==> src/rtl/lcd_nibble_rx.sv <==
// rtl/lcd_nibble_rx.sv - 4-bit character-LCD bus receiver and HD44780-style decoder
// Tracks the 3,3,3,2 init handshake, pairs nibbles into bytes, decodes commands/data to a DDRAM stream.
module lcd_nibble_rx #(
   parameter int SYNC_STAGES = 2,
   parameter int ADDR_W      = 7
) (
   input  logic              clk,
   input  logic              rst_n,
   input  logic              sf_e,
   input  logic              e,
   input  logic              rs,
   input  logic              rw,
   input  logic              d,
   input  logic              c,
   input  logic              b,
   input  logic              a,
   output logic              mode4,
   output logic              byte_valid,
   output logic [7:0]        byte_out,
   output logic              byte_is_data,
   output logic              char_valid,
   output logic [7:0]        char_code,
   output logic [ADDR_W-1:0] char_addr,
   output logic [ADDR_W-1:0] ddram_addr,
   output logic              disp_on,
   output logic              proto_err
);

   typedef enum logic [1:0] {INIT_WAIT, INIT_3, HI, LO} state_t;

   logic [SYNC_STAGES-1:0][7:0] sync_q, sync_d;
   logic              e_d1_q, e_d1_d;
   state_t            state_q, state_d;
   logic [3:0]        hi_nib_q, hi_nib_d;
   logic              hi_rs_q, hi_rs_d;
   logic              mode4_q, mode4_d;
   logic              byte_valid_q, byte_valid_d;
   logic [7:0]        byte_out_q, byte_out_d;
   logic              byte_is_data_q, byte_is_data_d;
   logic              char_valid_q, char_valid_d;
   logic [7:0]        char_code_q, char_code_d;
   logic [ADDR_W-1:0] char_addr_q, char_addr_d;
   logic [ADDR_W-1:0] ddram_addr_q, ddram_addr_d;
   logic              id_q, id_d;
   logic              disp_on_q, disp_on_d;
   logic              proto_err_q, proto_err_d;

   logic [7:0] bus_s;
   logic       strobe;
   logic [3:0] nib;
   logic       nib_rs;
   logic       do_asm;
   logic [7:0] asm_byte;

   // Synchronized bus bit order: {sf_e, e, rs, rw, d, c, b, a}
   assign bus_s  = sync_q[SYNC_STAGES-1];
   assign nib    = bus_s[3:0];
   assign nib_rs = bus_s[5];
   assign strobe = e_d1_q & ~bus_s[6] & bus_s[7] & ~bus_s[4];

   always_comb begin
      sync_d[0] = {sf_e, e, rs, rw, d, c, b, a};
      for (int i = 1; i < SYNC_STAGES; i++) begin
         sync_d[i] = sync_q[i-1];
      end
      e_d1_d         = bus_s[6];
      state_d        = state_q;
      hi_nib_d       = hi_nib_q;
      hi_rs_d        = hi_rs_q;
      mode4_d        = mode4_q;
      byte_valid_d   = 1'b0;
      byte_out_d     = byte_out_q;
      byte_is_data_d = byte_is_data_q;
      char_valid_d   = 1'b0;
      char_code_d    = char_code_q;
      char_addr_d    = char_addr_q;
      ddram_addr_d   = ddram_addr_q;
      id_d           = id_q;
      disp_on_d      = disp_on_q;
      proto_err_d    = proto_err_q;
      do_asm         = 1'b0;
      asm_byte       = {hi_nib_q, nib};

      if (strobe) begin
         case (state_q)
            INIT_WAIT: if (!nib_rs && nib == 4'h3) state_d = INIT_3;
            INIT_3: begin
               if (nib == 4'h2) begin
                  state_d = HI;
                  mode4_d = 1'b1;
               end else if (nib != 4'h3) begin
                  state_d = INIT_WAIT;
               end
            end
            HI: begin
               hi_nib_d = nib;
               hi_rs_d  = nib_rs;
               state_d  = LO;
            end
            LO: begin
               if (nib_rs == hi_rs_q) begin
                  do_asm  = 1'b1;
                  state_d = HI;
               end else begin
                  // A stray rs change means we lost alignment; restart the pair from this nibble
                  proto_err_d = 1'b1;
                  hi_nib_d    = nib;
                  hi_rs_d     = nib_rs;
               end
            end
            default: state_d = INIT_WAIT;
         endcase
      end

      if (do_asm) begin
         byte_valid_d   = 1'b1;
         byte_out_d     = asm_byte;
         byte_is_data_d = hi_rs_q;
         if (hi_rs_q) begin
            char_valid_d = 1'b1;
            char_code_d  = asm_byte;
            char_addr_d  = ddram_addr_q;
            ddram_addr_d = id_q ? ddram_addr_q + ADDR_W'(1) : ddram_addr_q - ADDR_W'(1);
         end else if (asm_byte == 8'h01) begin
            ddram_addr_d = '0;
            id_d         = 1'b1;
         end else if (asm_byte[7:1] == 7'h01) begin
            ddram_addr_d = '0;
         end else if (asm_byte[7:2] == 6'h01) begin
            id_d = asm_byte[1];
         end else if (asm_byte[7:3] == 5'h01) begin
            disp_on_d = asm_byte[2];
         end else if (asm_byte[7]) begin
            ddram_addr_d = ADDR_W'(asm_byte[6:0]);
         end
      end
   end

   always_ff @(posedge clk or negedge rst_n) begin
      if (!rst_n) begin
         sync_q         <= '0;
         e_d1_q         <= 1'b0;
         state_q        <= INIT_WAIT;
         hi_nib_q       <= 4'h0;
         hi_rs_q        <= 1'b0;
         mode4_q        <= 1'b0;
         byte_valid_q   <= 1'b0;
         byte_out_q     <= 8'h00;
         byte_is_data_q <= 1'b0;
         char_valid_q   <= 1'b0;
         char_code_q    <= 8'h00;
         char_addr_q    <= '0;
         ddram_addr_q   <= '0;
         id_q           <= 1'b1;
         disp_on_q      <= 1'b0;
         proto_err_q    <= 1'b0;
      end else begin
         sync_q         <= sync_d;
         e_d1_q         <= e_d1_d;
         state_q        <= state_d;
         hi_nib_q       <= hi_nib_d;
         hi_rs_q        <= hi_rs_d;
         mode4_q        <= mode4_d;
         byte_valid_q   <= byte_valid_d;
         byte_out_q     <= byte_out_d;
         byte_is_data_q <= byte_is_data_d;
         char_valid_q   <= char_valid_d;
         char_code_q    <= char_code_d;
         char_addr_q    <= char_addr_d;
         ddram_addr_q   <= ddram_addr_d;
         id_q           <= id_d;
         disp_on_q      <= disp_on_d;
         proto_err_q    <= proto_err_d;
      end
   end

   assign mode4        = mode4_q;
   assign byte_valid   = byte_valid_q;
   assign byte_out     = byte_out_q;
   assign byte_is_data = byte_is_data_q;
   assign char_valid   = char_valid_q;
   assign char_code    = char_code_q;
   assign char_addr    = char_addr_q;
   assign ddram_addr   = ddram_addr_q;
   assign disp_on      = disp_on_q;
   assign proto_err    = proto_err_q;

endmodule

==> config.mk <==
export PLATFORM = sky130hd
export DESIGN_NAME = lcd_nibble_rx
export DESIGN_NICKNAME = d
export VERILOG_FILES = /design/src/rtl/lcd_nibble_rx.sv
export SDC_FILE = /design/constraint.sdc
export NUM_CORES = 1
export LEC_CHECK = 0
export BUFFER_PORTS_ARGS = -buffer_cell sky130_fd_sc_hd__buf_2
export CAP_MARGIN = 20
export CORE_ASPECT_RATIO = 1.2
export CORE_UTILIZATION = 49
export CTS_CLUSTER_DIAMETER = 100
export DETAILED_ROUTE_END_ITERATION = 12
export PLACE_DENSITY_LB_ADDON = 0.1
export SYNTH_ARGS = -nofsm -noshare
export SYNTH_HDL_FRONTEND = slang
export SYNTH_SLANG_ARGS = --single-unit
==> constraint.sdc <==
create_clock -name clk -period 2.02 [get_ports clk]
set_input_delay 0.202 -clock clk [delete_from_list [all_inputs] [get_ports clk]]
set_output_delay 0.202 -clock clk [all_outputs]
set_load 0.1 [all_outputs]
[Word-level counts from Yosys, hierarchy flattened]
Index checks and enable logic that the tools add are counted.
W data, S select, Z words.
Storage, ports and cells
  bits in registers: 61
  output and inout port bits: 36
Operators by class
  add/sub/neg operators: 2
  reduce and logical (&&, ||, !) cells: 14
  eq/ne operators: 18
  multiplexer cells: 25
  bitwise gates (word level): 10
Operators with widths (number)
  $mux W7: 7
  $reduce_and A4 Y1: 3
  $mux W1: 10
  $reduce_and A3 Y1: 3
  $eq A4 B2 Y1 const B: 2
  $eq A8 B1 Y1 const B: 1
  $mux W2: 4
  $ne A2 B2 Y1 const B: 4
  $ne A4 B4 Y1 const B: 2
  $pmux W2 S4: 1
  $pmux W4 S2: 1
  $add A7 B1 Y7 const B: 1
  $eq A7 B1 Y1 const B: 1
  $not A1 Y1: 7
  $sub A7 B1 Y7 const B: 1
  $eq A6 B1 Y1 const B: 1
  $reduce_and A6 Y1: 1
  $eq A5 B1 Y1 const B: 1
  $eq A2 B2 Y1 const B: 2
  $mux W4: 1
  $ne A4 B2 Y1 const B: 1
  $reduce_bool A2 Y1: 2
  $reduce_bool A4 Y1: 1
  $and A1 B1 Y1: 3
  other kinds (8): 8

[Depth between registers and ports, before layout]
Gate-level depths: netlist of run 1.
  word-level depth: 6
  mapped depth: 8
  depth with buffers taken out: 7

[Least setup slack after synthesis of run 1]
Ideal clock, no wire load.
  path type: register to register
  start: reg ddram_addr_q[0], in the netlist ddram_addr[0]
  end: reg ddram_addr_q[6], in the netlist ddram_addr[6]
  stages on the path, launching flop included: 8
  path buffers: 0
  required time: 1.947 ns
  slack: -0.503 ns
  setup time: 0.073 ns
  data arrival time: 2.450 ns
  cells stage by stage: dfrtp_1 inv_1 fa_1 nor2b_1 o31ai_1 mux2_2 nor4_1 nand3b_1
On the way
  word-level cells in the longest chain between the ends: 3
Ends and longest elaborated chain
  from (decl): line 43  | logic [ADDR_W-1:0] ddram_addr_q, ddram_addr_d;
  from (signal assigned): line 170  | ddram_addr_q <= ddram_addr_d;
  $sub A7 B1 Y7 / $add A7 B1 Y7 (equally long branches): line 123  | ddram_addr_d = id_q ? ddram_addr_q + ADDR_W'(1) : ddram_addr_q - ADDR_W'(1);
  $mux W7 (*): line 123
  $mux W7 (*): line 119  | if (hi_rs_q) begin
Every way passes the cells marked *; elsewhere a longest branch is shown, timed or not.
A chain may end at the register's enable or synchronous reset.

[Worst setup path after layout of run 1]
  start: reg id_q
  end: reg ddram_addr_q[6], in the netlist ddram_addr[6]
On the way
  word-level cells in the longest chain between the ends: 2
Ends and longest elaborated chain
  from (decl): line 44  | logic id_q, id_d;
  from (signal assigned): line 171  | id_q <= id_d;
  $mux W7: line 123
  $mux W7: line 119
Every way passes these cells.

==> metrics.yaml, run 1 <==
antenna_found_initial: 0
status: "complete, no violations"
die_w_um: 67.9
coreArea_um2: 4970
synth_cell_type_count: 45
path_max_fanout: 5
post-route-min-period_ps: 2020
vias: 1746
wl_per_cell_um: 15.2
fmax_mhz: 495
clock_skew_ps: 7.51
ant_nets: 0
synthFlopType: "dfrtp_1"
cp_data_arrival_time_ps: 2290
insertedDiodeCount: 0
synth_edf_count: 0
dr.pass1.iters: 4
dieHeight_um: 81.1
grt_pass1_wl_um: 8190
dp_slack_ps: -7.96
vdd_drop_max_v: 0.000694
drcViolationCount: 0
port_buffers: 45
grt_usage_pct: 21.0
cts_tree: "done"
wl_um: 5030
setup_tns_ps: 0
overflow: 0
path_class: "flop to flop"
async_flop_share_pct: 100
syn_area_um2: 2560
routed_via_density: 5.27
cp-end-kind: "flop"
crit_required_ps: 2290
power_per_cell_area_nw_per_um2: 821
min_path_type: "flop to flop"
rsz0062_at_grt: "yes"
start_util_pct: 51.4
cts_setup_buffers: 0
routabilityCongestion: 0.851
cts_inserted_buffers: 9
hold_ws_ps: 349
drive_gt1_share_pct: 46.9
maxCapViolCount: 0
placed_area_um2: 2970
hold_viol: 0
setup_viol: 0
clk_path_buf_depth: 2
tightest_slew_ps: 494
ys_ff_latch: 61
ys_warn_count: 0
yosys.area.top_type_share_pct: 58.7
drt_iter0_drc: 84
num-fill-cells: 398
setup_ws_ps: 1.60
root_buffer: "clkbuf_8"
period_share_pct: 99.9
synth_top_area_cell: "dfrtp_1"
grt_max_degree: 33
synth_area_leaders: "dfrtp_1, mux2_2, ha_1"
row_count: 28
max_slew_margin_pct: 67.3
yosysMostFrequentCell: "dfrtp_1"
syn2layout_area_growth_pct: 30.0
fin_area_um2: 3320
postSynthCellCount: 195
die_area_um2: 5510
dp_hpwl_um: 3340
clk_latency_ps: 330
clkTransAtPathRegs_ps: 70
p_leak_nw: 1.67
synth.avg_cell_area_um2: 13.1
synth_common_cells: "dfrtp_1, mux2_2, nand2_1"
htreeDepth: 3
ios: 46
yosysSeqAreaShare_pct: 59.8
slew_viol_final: 0
syn_nets: 211
clock_sinks: 61
start_kind: "flop"
final_nets: 282
grt_pass1_vias: 1782
power_mw: 2.73
==> through the flow <==
step	util, %	cells
5_1_grt	66.8	331
2_1_floorplan	-	195
3_5_place_dp	59.6	306
4_1_cts	66.6	331
6_report	66.8	331
3_3_place_gp	59.6	306
==> cells by family (layout without fill, tap and decap cells) <==
| group | after synthesis | count (layout) | synth area share [%] |
|---|---|---|---|
| flip-flops | 61 | 61 | 59.8 |
| buffers and inverters | 15 | 91 | 2.84 |
| AO/OA/AOI/OAI | 32 | 32 | 9.15 |
| XOR/XNOR | 3 | 3 | 1.03 |
| AND/OR/NAND/NOR | 44 | 44 | 9.25 |
| adder cells (fa/ha/maj) | 6 | 6 | 3.23 |
| multiplexers | 34 | 34 | 14.7 |
==> worst max-delay path, stage by stage (launching register included) <==
cell      delay [ps]
dfstp_2          540
inv_2             70
buf_4            160
ha_1             320
nor2b_1          160
a221o_1          330
nor4_2           240
nand3b_1         140
==> final timing paths <==
path                                            from  cells after the start                   endpoint  slack, ps
worst max-delay path                id_q$_DFFE_PN1P_                      7  ddram_addr[6]$_DFFE_PN0P_          2
worst min-delay path            sync_d[13]$_DFF_PN0_                      0         bus_s[5]$_DFF_PN0_        350
worst max register to register      id_q$_DFFE_PN1P_                      7  ddram_addr[6]$_DFFE_PN0P_          2
worst min register to register  sync_d[13]$_DFF_PN0_                      0         bus_s[5]$_DFF_PN0_        350
max in group asynchronous                      rst_n                      3  ddram_addr[0]$_DFFE_PN0P_       1260
min in group asynchronous                      rst_n                      3   char_addr[3]$_DFFE_PN0P_        410
==> sequential cells by signal, summed over array words and instances, names as in the netlist <==
register and count:
mode4 1, sync_d 8, char_code 8, bus_s 8, char_addr 7, e_d1_q 1, disp_on 1, proto_err 1
byte_is_data 1, id_q 1, byte_out 8, hi_rs_q 1, ddram_addr 7, state_q 2, char_valid 1, byte_valid 1
hi_nib_q 4
==> timing repair <==
item,in CTS,in global routing
gates resized for setup,2,3
endpoints found under the setup margin,2,2
pin swaps,0,0
endpoints found under the hold margin,68,0
hold buffers,9,0
==> where the power goes <==
part / switching, mW / leakage, nW / internal (mW)
sequential: 0.0224 / 0.796 / 1.25
clock: 0.461 / 0.126 / 0.828
combinational: 0.0987 / 0.748 / 0.0663
total: 0.582 / 1.67 / 2.15
==> layout make-up <==
cell class / count / area (um^2) / area share (%)
Sequential cell: 61 / 1540 / 46.4
Inverter: 5 / 18.8 / 0.565
Multi-Input combinational cell: 119 / 1010 / 30.3
Clock buffer: 13 / 179 / 5.38
Tap cell: 60 / 75.1 / 2.26
Timing Repair Buffer: 70 / 435 / 13.1
Clock inverter: 3 / 65.1 / 1.96
==> cell usage in the layout (no fill, tap or decap), types with 5 or more instances in the layout <==
| cell type | n |
|---|---|
| dfrtp_1 | 54 |
| buf_2 | 45 |
| mux2_2 | 28 |
| buf_4 | 16 |
| clkbuf_8 | 13 |
| nand2_1 | 12 |
| dlygate4sd3_1 | 9 |
| nor2_1 | 7 |
| a21oi_1 | 6 |
| o21ai_0 | 6 |
| mux2i_1 | 5 |
==> layer usage <==
metal,up-vias,share of wire (%),track usage [%]
li1,837,-,-
met1,857,44,25.1
met2,43,50,33.2
met3,9,3.9,7.44
met4,0,1.7,10.0
met5,-,0,0
Note: power is estimated with default switching activity, not from simulation.
==> run 2, diff against run 1 <==
--- a/config.mk
+++ b/config.mk
@@ -8,10 +8,10 @@
 export BUFFER_PORTS_ARGS = -buffer_cell sky130_fd_sc_hd__buf_2
 export CAP_MARGIN = 20
 export CORE_ASPECT_RATIO = 1.2
-export CORE_UTILIZATION = 49
+export CORE_UTILIZATION = 55
 export CTS_CLUSTER_DIAMETER = 100
 export DETAILED_ROUTE_END_ITERATION = 12
-export PLACE_DENSITY_LB_ADDON = 0.1
+export PLACE_DENSITY = 0.89
 export SYNTH_ARGS = -nofsm -noshare
 export SYNTH_HDL_FRONTEND = slang
 export SYNTH_SLANG_ARGS = --single-unit
==> constraint.sdc (replaced) <==
create_clock -name clk -period 1.9 [get_ports clk]
set_input_delay 0.19 -clock clk [delete_from_list [all_inputs] [get_ports clk]]
set_output_delay 0.19 -clock clk [all_outputs]
set_load 0.1 [all_outputs]
==> run 2 against run 1 <==
The run now ends with setup timing left. Clock power hardly changed. Hold slack worse by 3.4 ps. Final area is 3.1% higher. Final cell count is 0.30% higher. Critical path type unchanged. Clock skew is 1.7 ps lower. Critical endpoint unchanged. Flip-flop and latch count stayed put.
==> metrics.yaml, run 2 (synthesis results as in run 1) <==
status: "finished with violations"
violations: "setup timing"
crit_start: "id_q$_DFFE_PN1P_"
clkTransAtPathRegs_ps: 70  # about the same
cp-end-kind: "flop"
hold_viol: 0  # unchanged
routed_via_density: 5.50  # +4.3%
slowest_stage: "dfstp_2"
min_path_cells: 0  # unchanged
crit_required_ps: 2120  # -170 ps
clk_path_buf_depth: 2  # unchanged
start_util_pct: 58.6  # +7.3 points
timing.rr.end: "ddram_addr[6]$_DFFE_PN0P_"
overflow: 0  # unchanged
routabilityCongestion: 0.833  # -2.2%
dp_hpwl_um: 3780  # +13%
r2r-start: "id_q$_DFFE_PN1P_"
wl_um: 5640  # +12%
min_path_type: "flop to flop"
grt_pass1_wl_um: 9230  # +13%
port_buffers: 45  # unchanged
p_leak_nw: 1.70  # +1.8%
syn2layout_area_growth_pct: 34.0
die_w_um: 64.2  # -5.4%
vias: 1826  # +4.6%
final_nets: 287  # +1.8%
critPathMaxStageDelay_ps: 560  # +20 ps
grt_usage_pct: 25.9  # +4.9 points
row_count: 26  # -7.1%
final_common_cell: "dfrtp_1"
start_kind: "flop"
dr.pass1.iters: 4  # unchanged
tightest_slew_ps: 494  # -0.341 ps
power_mw: 2.83  # +3.9%
ant_nets: 0  # unchanged
wl_per_cell_um: 17.0  # +12%
ios: 46  # unchanged
grt_max_degree: 62  # +88%
stdcell_count: 332  # +0.30%
final_util_pct: 78.6  # +12 points
dieHeight_um: 76.7  # -5.5%
setup_ws_ps: -15.8  # -17.4 ps
crit_chain: "inv_4, ha_4, nor2b_4, o31ai_4, mux2_4, o211ai_1, nand3b_1"
clock_skew_ps: 5.86  # -1.65 ps
root_buffer: "clkbuf_8"
rsz0062_at_grt: "yes"
cts_setup_buffers: 0  # unchanged
setup_viol: 1  # +1
fmax_mhz: 522  # +5.4%
maxCapViolCount: 0  # unchanged
path_class: "flop to flop"
r2r_slack_ps: -20  # -20 ps
die_area_um2: 4930  # -11%
vdd_drop_max_v: 0.000734  # +5.8%
antenna_found_initial: 0  # unchanged
htreeDepth: 3  # unchanged
final_cell_mix: "dfrtp_1, buf_2, mux2_2, buf_4, nand2_1"
r2r_cells: 7  # unchanged
path_max_fanout: 5  # unchanged
cp_data_arrival_time_ps: 2130  # -160 ps
slew_viol_final: 0  # unchanged
coreArea_um2: 4360  # -12%
placed_area_um2: 3030  # +2.3%
drt_iter0_drc: 125  # +49%
worstSetupEndpoint: "ddram_addr[6]$_DFFE_PN0P_"
period_share_pct: 101  # +0.91 points
cts_tree: "done"
power_per_cell_area_nw_per_um2: 828  # +0.81%
cts_inserted_buffers: 9  # unchanged
clk_latency_ps: 340  # about the same
drive_gt1_share_pct: 49.6  # +2.8 points
fin_area_um2: 3430  # +3.1%
grt_pass1_vias: 1998  # +12%
post-route-min-period_ps: 1920  # -103 ps
clock_sinks: 61  # unchanged
max_slew_margin_pct: 67.3  # about the same
insertedDiodeCount: 0  # unchanged
dpl.cell_count: 307  # +0.33%
drcViolationCount: 0  # unchanged
-- run 2: critical path, delay by kind of cell, from the launching register on --
family,cells,cell delay [ps]
and+or+nand+nor,2,230
adders and majority gates,1,220
muxes,1,330
AOI/OAI and AO/OA,2,370
DFF,1,560
buffers and inverters,1,70
-- run 2: power breakdown --
part           switching [mW]  total (mW)  internal (mW)
Combinational           0.112       0.188         0.0761
Sequential             0.0241        1.36           1.33
Clock                   0.486        1.29          0.806
-- run 2: final cells by class --
type                       instances  area (um^2)
inverter                           5         21.3
timing repair buffer              75          498
clock inverter                     4         70.1
clock buffer                      12          155
sequential                        61         1550
tap                               56         70.1
fill                             283          933
multi-input combinational        119         1070
-- run 2: through the flow --
step	hold slack [ps]	setup slack, ps	TNS (ps)
2_1_floorplan	-106	-59.7	-86.0
3_3_place_gp	216	-12.3	-12.3
3_5_place_dp	223	-99.7	-197
4_1_cts	350	-23.1	-43.2
5_1_grt	356	-80.2	-85.3
6_report	345	-15.8	-15.8
-- run 2: how the worst min path moves through the flow --
stage                               from                       end  slack, ps
finish               sync_d[9]$_DFF_PN0_        bus_s[1]$_DFF_PN0_        350
global route         sync_d[8]$_DFF_PN0_        bus_s[0]$_DFF_PN0_        360
CTS                 sync_d[11]$_DFF_PN0_        bus_s[3]$_DFF_PN0_        350
detailed placement                 rst_n  char_addr[3]$_DFFE_PN0P_        220
global placement                   rst_n  char_addr[3]$_DFFE_PN0P_        220
floorplan                          rst_n        bus_s[0]$_DFF_PN0_       -110
-- run 2: routing by layer --
layer	GRT usage [%]	part of all wire, %	vias to the layer above
met5	0	0	-
met4	15.1	2.4	0
met3	6.10	4.5	13
met2	45.1	52	55
met1	28.3	41	916
li1	-	-	842
-- run 2: timing repair --
item / CTS / global route
pin swaps: 6 / 3
endpoints found under the setup margin: 2 / 2
gates resized for setup: 7 / 3
endpoints found under the hold margin: 68 / 0
hold buffers: 9 / 0
